`src/rtl/hex_line_pkg.sv`:
```
// Shared definitions for the hex line loader and other ASCII decode users:
// control characters, loader state encoding and byte classes.
package hex_line_pkg;

    localparam logic [7:0] ASCII_CR  = 8'h0D;
    localparam logic [7:0] ASCII_LF  = 8'h0A;
    localparam logic [7:0] ASCII_BS  = 8'h08;
    localparam logic [7:0] ASCII_DEL = 8'h7F;

    typedef enum logic [1:0] {
        ST_IDLE,
        ST_COLLECT,
        ST_COMMIT,
        ST_DRAIN
    } state_e;

    typedef enum logic [1:0] {
        CLS_HEX,
        CLS_EOL,
        CLS_BS,
        CLS_INV
    } byte_cls_e;

endpackage

```
`src/rtl/ascii_hex_classify.sv`:
```
// Combinational ASCII byte classifier: hex digit (with nibble), end of line,
// backspace/delete, or anything else.
module ascii_hex_classify
    import hex_line_pkg::*;
(
    input  logic [7:0] byte_i,
    output byte_cls_e  cls_o,
    output logic [3:0] nib_o
);

    always_comb begin
        cls_o = CLS_INV;
        nib_o = 4'h0;
        if (byte_i >= 8'h30 && byte_i <= 8'h39) begin
            cls_o = CLS_HEX;
            nib_o = byte_i[3:0];
        end else if ((byte_i >= 8'h41 && byte_i <= 8'h46) ||
                     (byte_i >= 8'h61 && byte_i <= 8'h66)) begin
            // 'A'/'a' have low nibble 1, so +9 yields 10..15
            cls_o = CLS_HEX;
            nib_o = byte_i[3:0] + 4'd9;
        end else if (byte_i == ASCII_CR || byte_i == ASCII_LF) begin
            cls_o = CLS_EOL;
        end else if (byte_i == ASCII_BS || byte_i == ASCII_DEL) begin
            cls_o = CLS_BS;
        end
    end

endmodule

```
`src/rtl/hex_line_loader.sv`:
```
// Assembles hex digits from the UART toggle handshake into a staging buffer
// and commits whole lines to the display. Define HEX_LINE_BACKSPACE_EN for BS editing.
module hex_line_loader
    import hex_line_pkg::*;
#(
    parameter int DIGITS      = 4,
    parameter int TIMEOUT_CYC = 50_000_000
) (
    input  logic                         clk,
    input  logic                         rst,
    input  logic [7:0]                   rx_data,
    input  logic                         rx_toggle,
    output logic [4*DIGITS-1:0]          disp_value,
    output logic                         disp_valid,
    output logic                         commit_pulse,
    output logic                         error_pulse,
    output logic [$clog2(DIGITS+1)-1:0]  digit_count,
    output logic                         busy
);

    localparam int SW = 4 * DIGITS;
    localparam int CW = $clog2(DIGITS + 1);
    localparam int TW = $clog2(TIMEOUT_CYC);
    localparam logic [TW-1:0] TOUT = TW'(TIMEOUT_CYC - 1);

    state_e          state_q, state_d;
    logic            prev_q, prev_d;
    logic [SW-1:0]   staging_q, staging_d;
    logic [CW-1:0]   count_q, count_d;
    logic [TW-1:0]   timer_q, timer_d;
    logic [SW-1:0]   disp_q, disp_d;
    logic            dvalid_q, dvalid_d;
    logic            commit_q, commit_d;
    logic            err_q, err_d;

    byte_cls_e       cls, cls_eff;
    logic [3:0]      nib;
    logic            ev;
    logic            tout;

    ascii_hex_classify u_cls (
        .byte_i (rx_data),
        .cls_o  (cls),
        .nib_o  (nib)
    );

`ifdef HEX_LINE_BACKSPACE_EN
    assign cls_eff = cls;
`else
    assign cls_eff = (cls == CLS_BS) ? CLS_INV : cls;
`endif

    // A toggle seen during COMMIT stays pending until the following edge
    assign ev   = (rx_toggle != prev_q) && (state_q != ST_COMMIT);
    assign tout = !ev && (timer_q == TOUT);

    always_comb begin
        state_d   = state_q;
        prev_d    = prev_q;
        staging_d = staging_q;
        count_d   = count_q;
        timer_d   = '0;
        disp_d    = disp_q;
        dvalid_d  = dvalid_q;
        commit_d  = 1'b0;
        err_d     = 1'b0;

        if (ev) begin
            prev_d = rx_toggle;
        end else if (state_q == ST_COLLECT || state_q == ST_DRAIN) begin
            timer_d = timer_q + TW'(1);
        end

        case (state_q)
            ST_IDLE: begin
                if (ev) begin
                    if (cls_eff == CLS_HEX) begin
                        staging_d      = staging_q << 4;
                        staging_d[3:0] = nib;
                        count_d        = count_q + CW'(1);
                        state_d        = ST_COLLECT;
                    end else if (cls_eff == CLS_INV) begin
                        err_d = 1'b1;
                    end
                end
            end
            ST_COLLECT: begin
                if (ev) begin
                    case (cls_eff)
                        CLS_HEX: begin
                            if (count_q == CW'(DIGITS)) begin
                                err_d   = 1'b1;
                                state_d = ST_DRAIN;
                            end else begin
                                staging_d      = staging_q << 4;
                                staging_d[3:0] = nib;
                                count_d        = count_q + CW'(1);
                            end
                        end
                        CLS_EOL: state_d = ST_COMMIT;
                        CLS_BS: begin
                            staging_d = staging_q >> 4;
                            count_d   = count_q - CW'(1);
                            if (count_q == CW'(1)) state_d = ST_IDLE;
                        end
                        default: begin
                            err_d   = 1'b1;
                            state_d = ST_DRAIN;
                        end
                    endcase
                end else if (tout) begin
                    staging_d = '0;
                    count_d   = '0;
                    state_d   = ST_IDLE;
                end
            end
            ST_COMMIT: begin
                disp_d    = staging_q;
                dvalid_d  = 1'b1;
                commit_d  = 1'b1;
                staging_d = '0;
                count_d   = '0;
                state_d   = ST_IDLE;
            end
            default: begin
                // DRAIN keeps the rejected digits visible until EOL or timeout
                if ((ev && cls_eff == CLS_EOL) || tout) begin
                    staging_d = '0;
                    count_d   = '0;
                    state_d   = ST_IDLE;
                end
            end
        endcase
    end

    always_ff @(posedge clk) begin
        if (!rst) begin
            state_q   <= ST_IDLE;
            prev_q    <= 1'b0;
            staging_q <= '0;
            count_q   <= '0;
            timer_q   <= '0;
            disp_q    <= '0;
            dvalid_q  <= 1'b0;
            commit_q  <= 1'b0;
            err_q     <= 1'b0;
        end else begin
            state_q   <= state_d;
            prev_q    <= prev_d;
            staging_q <= staging_d;
            count_q   <= count_d;
            timer_q   <= timer_d;
            disp_q    <= disp_d;
            dvalid_q  <= dvalid_d;
            commit_q  <= commit_d;
            err_q     <= err_d;
        end
    end

    assign disp_value   = disp_q;
    assign disp_valid   = dvalid_q;
    assign commit_pulse = commit_q;
    assign error_pulse  = err_q;
    assign digit_count  = count_q;
    assign busy         = (state_q != ST_IDLE);

endmodule
```
`config.mk`:
```
export PLATFORM = sky130hd
export DESIGN_NAME = hex_line_loader
export DESIGN_NICKNAME = d
export VERILOG_FILES = /design/src/rtl/hex_line_pkg.sv /design/src/rtl/ascii_hex_classify.sv /design/src/rtl/hex_line_loader.sv
export SDC_FILE = /design/constraint.sdc
export NUM_CORES = 1
export LEC_CHECK = 0
export ABC_CLOCK_PERIOD_IN_PS = 3400
export CAP_MARGIN = 0
export CORE_ASPECT_RATIO = 1.75
export CORE_MARGIN = 2
export CORE_UTILIZATION = 56
export CTS_CLUSTER_DIAMETER = 80
export DETAILED_ROUTE_END_ITERATION = 10
export GPL_ROUTABILITY_DRIVEN = 0
export HOLD_SLACK_MARGIN = 0.08
export PLACE_DENSITY = 0.8
export SLEW_MARGIN = 40
export SYNTH_ARGS = -nofsm -noshare
export SYNTH_HDL_FRONTEND = slang
export SYNTH_SLANG_ARGS = --single-unit
```
`constraint.sdc`:
```
create_clock -name clk -period 3.4 [get_ports clk]
set_input_delay 0.68 -clock clk [delete_from_list [all_inputs] [get_ports clk]]
set_output_delay 0.68 -clock clk [all_outputs]
set_load 0.05 [all_outputs]
```
==> results.toml, run 1 <==
[outcome]
status = "completed"

[floorplanning]
die_h_um = 102
core.rowCount = 35
initial_utilization_pct = 58.4
core_area_um2 = 5300
io_pins = 34
die_x_um = 60.2
dieArea_um2 = 6160

[worst_setup_path]
cpLargestDelayFamily = "simple AND/OR/NAND/NOR gates"
worstPathCellList = "clkdlybuf4s50_1 > inv_1 > ha_1 > or3b_1 > and3_1 > a211oi_2 > a211oi_4 > and2_4 > mux2i_1"
critPathArrivalTime_ns = 3.14
slowest_delay_ns = 0.57
cp-start-kind = "input port"
worst-path-buf-inv = 2
critPathKind = "input port to register"
cp-end-kind = "register"
worst_ep_required_time_ns = 3.63
crit_slowest_cell = "clkdlybuf4s50_1"
path_max_fanout = 18

[job]
cap_violations = 0

[routing]
ant_nets = 0
vias_per_cell = 5.38
route.detailed.drc = 0
post_drt_wl_per_cell_um = 13.1
drtIter0Drc = 104
routed_wl_um = 6110
vias = 2518
drt_first_pass_iters = 4

[sta]
relSlewSlack_pct = 57.4
period_needed_ns = 2.91
finalMaxSlewViolations = 0
finalHoldViolCount = 0
grt_setup_unrepaired = "false"
skew_ns = 0.0121
setup_tns_ns = 0
fmax_mhz = 344
worstMarginPinSlew_ns = 0.639
finalSetupViolations = 0
period_share_pct = 85.6
timing.hold.ws_ns = 0.450

[placement]
dpl.hpwl_um = 4450
numPortBuffers = 33

[global_routing]
grt_pass1_vias = 2378
grt_pass1_wl_um = 10500
antenna_found_initial = 0
grt.total_usage_pct = 22.7
grt_max_degree = 42
overflow = 0

[clock_tree]
htree_levels = 3
cts_buffers = 9
ctsHoldBuffers = 0
cts_buffer_depth = 2
clk_latency_ns = 0.35
ctsResizeCount = 0
cts_root_buffer = "clkbuf_8"
tritoncts = "built"
path_clk_slew_ns = 0.07
clock-sinks = 67
post-cts-setup-buffers = 0

[cells_and_area]
nets = 408
diodes = 0
final_layout_size_suffix_gt1_share_pct = 8.88
synthToLayoutAreaGrowth_pct = 17.5

[power]
peakVddDrop_uv = 300
power_density_nw_per_um2 = 413
leakage_nw = 1.19

[logic_synthesis]
async_flop_share_pct = 0
synthFlopType = "dfxtp_1"
syn_area_um2 = 3100
synthCells = 355
syn_nets = 374
yosysWarnings = 0
avgSynthCellArea_um2 = 8.72
ys_types = 47
ys_seq_area_share_pct = 43.3
yosys_register_bits = 67
synth_edf_count = 0

[hold_path]
holdCritPathClass = "register to register"
flip-flops by register name (all words and copies together) (netlist names):
signal / cells
commit_pulse: 1
digit_count: 3
disp_valid: 1
disp_value: 16
error_pulse: 1
prev_q: 1
staging_q: 16
state_q: 2
timer_q: 26
power by group:
| part | switching [mW] | leakage (nW) | internal, mW |
|---|---|---|---|
| combinational | 0.0777 | 0.572 | 0.0526 |
| sequential | 0.00792 | 0.540 | 0.790 |
| clock | 0.311 | 0.0822 | 0.264 |
| total | 0.397 | 1.19 | 1.11 |
cells by family (layout without fill, tap and decap cells):
family | after synthesis | in the layout | share of synthesized area [%]
and+or+nand+nor | 162 | 162 | 24.3
DFF | 67 | 67 | 43.3
AOI/OAI and AO/OA | 53 | 53 | 13.1
buffers and inverters | 27 | 66 | 4.57
xor gates and xnor gates | 21 | 21 | 5.94
muxes | 17 | 17 | 5.54
adders and majority gates | 8 | 8 | 3.23
per-stage QoR:
stage | power (mW) | setup WS, ns | cell area, um^2 | utilization, % | cells
after detailed placement | 0.946 | 0.136 | 3470 | 65.5 | 452
after global placement | 0.945 | 0.260 | 3470 | 65.5 | 452
after CTS | 1.51 | 0.511 | 3640 | 68.7 | 468
after floorplan | 0.912 | 0.736 | 3100 | - | 355
after global routing | 1.56 | 0.359 | 3640 | 68.7 | 468
final | 1.50 | 0.489 | 3640 | 68.7 | 468
worst paths after layout:
| check | start | end | slack, ns | cells past startpoint |
|---|---|---|---|---|
| setup / recovery | rx_data[1] | staging_q[7] | 0.49 | 9 |
| hold / removal | timer_q[0] | timer_q[0] | 0.45 | 1 |
| setup reg to reg | timer_q[0] | staging_q[7] | 1.04 | 7 |
| hold reg to reg | timer_q[0] | timer_q[0] | 0.45 | 1 |
area by class of cell:
| class | instances | area, um^2 |
|---|---|---|
| well taps | 74 | 92.6 |
| fillers | 419 | 1660 |
| flip-flops and latches | 67 | 1340 |
| clock inverters | 6 | 42.5 |
| clock buffers | 10 | 128 |
| inverters | 10 | 37.5 |
| repair buffers | 40 | 383 |
| multi-input cells | 261 | 1610 |
layout by cell type (no fill, tap or decap), types with 3 or more instances in the layout:
cell type,synthesis,final
ha_1,8,8
a21oi_1,9,9
xnor2_1,9,9
buf_4,0,7
dfxtp_1,67,67
xor2_1,12,12
nand2b_1,3,3
and3_1,3,3
clkdlybuf4s50_1,0,33
clkbuf_8,0,9
inv_1,10,10
mux2i_1,16,16
nor2_1,27,27
a21boi_0,19,19
o21ai_0,7,7
nor4_1,3,3
nand3_1,11,11
nor3_1,3,3
or3_1,5,5
nand2_1,84,84
nand4_1,9,9
synth_stat cells, drive strengths merged, types with 5 or more instances:
library cell	number	area, um^2
inv	10	37.5
a21oi	9	45.0
ha	8	100
nand4	10	68.8
nand3	11	55.1
nor4	5	43.8
o21ai	9	45.0
nor2	27	101
nand2	84	315
clkbuf	14	52.6
xor2	12	105
mux2i	16	160
xnor2	9	78.8
a21boi	19	143
or3	5	31.3
dfxtp	67	1340
per-layer routing:
metal / routed length, um / track usage, %
met5: 0 / 0
met1: 2400 / 23.8
met2: 3260 / 39.9
met4: 250 / 13.7
met3: 203 / 4.94
No activity file was read; power rests on OpenSTA's default activity.
==> run 2: changes to the inputs <==
SLEW_MARGIN = 10   (was 40)
==> results of run 2 <==
Final layout, timing and power as in run 1 (identical DEF).
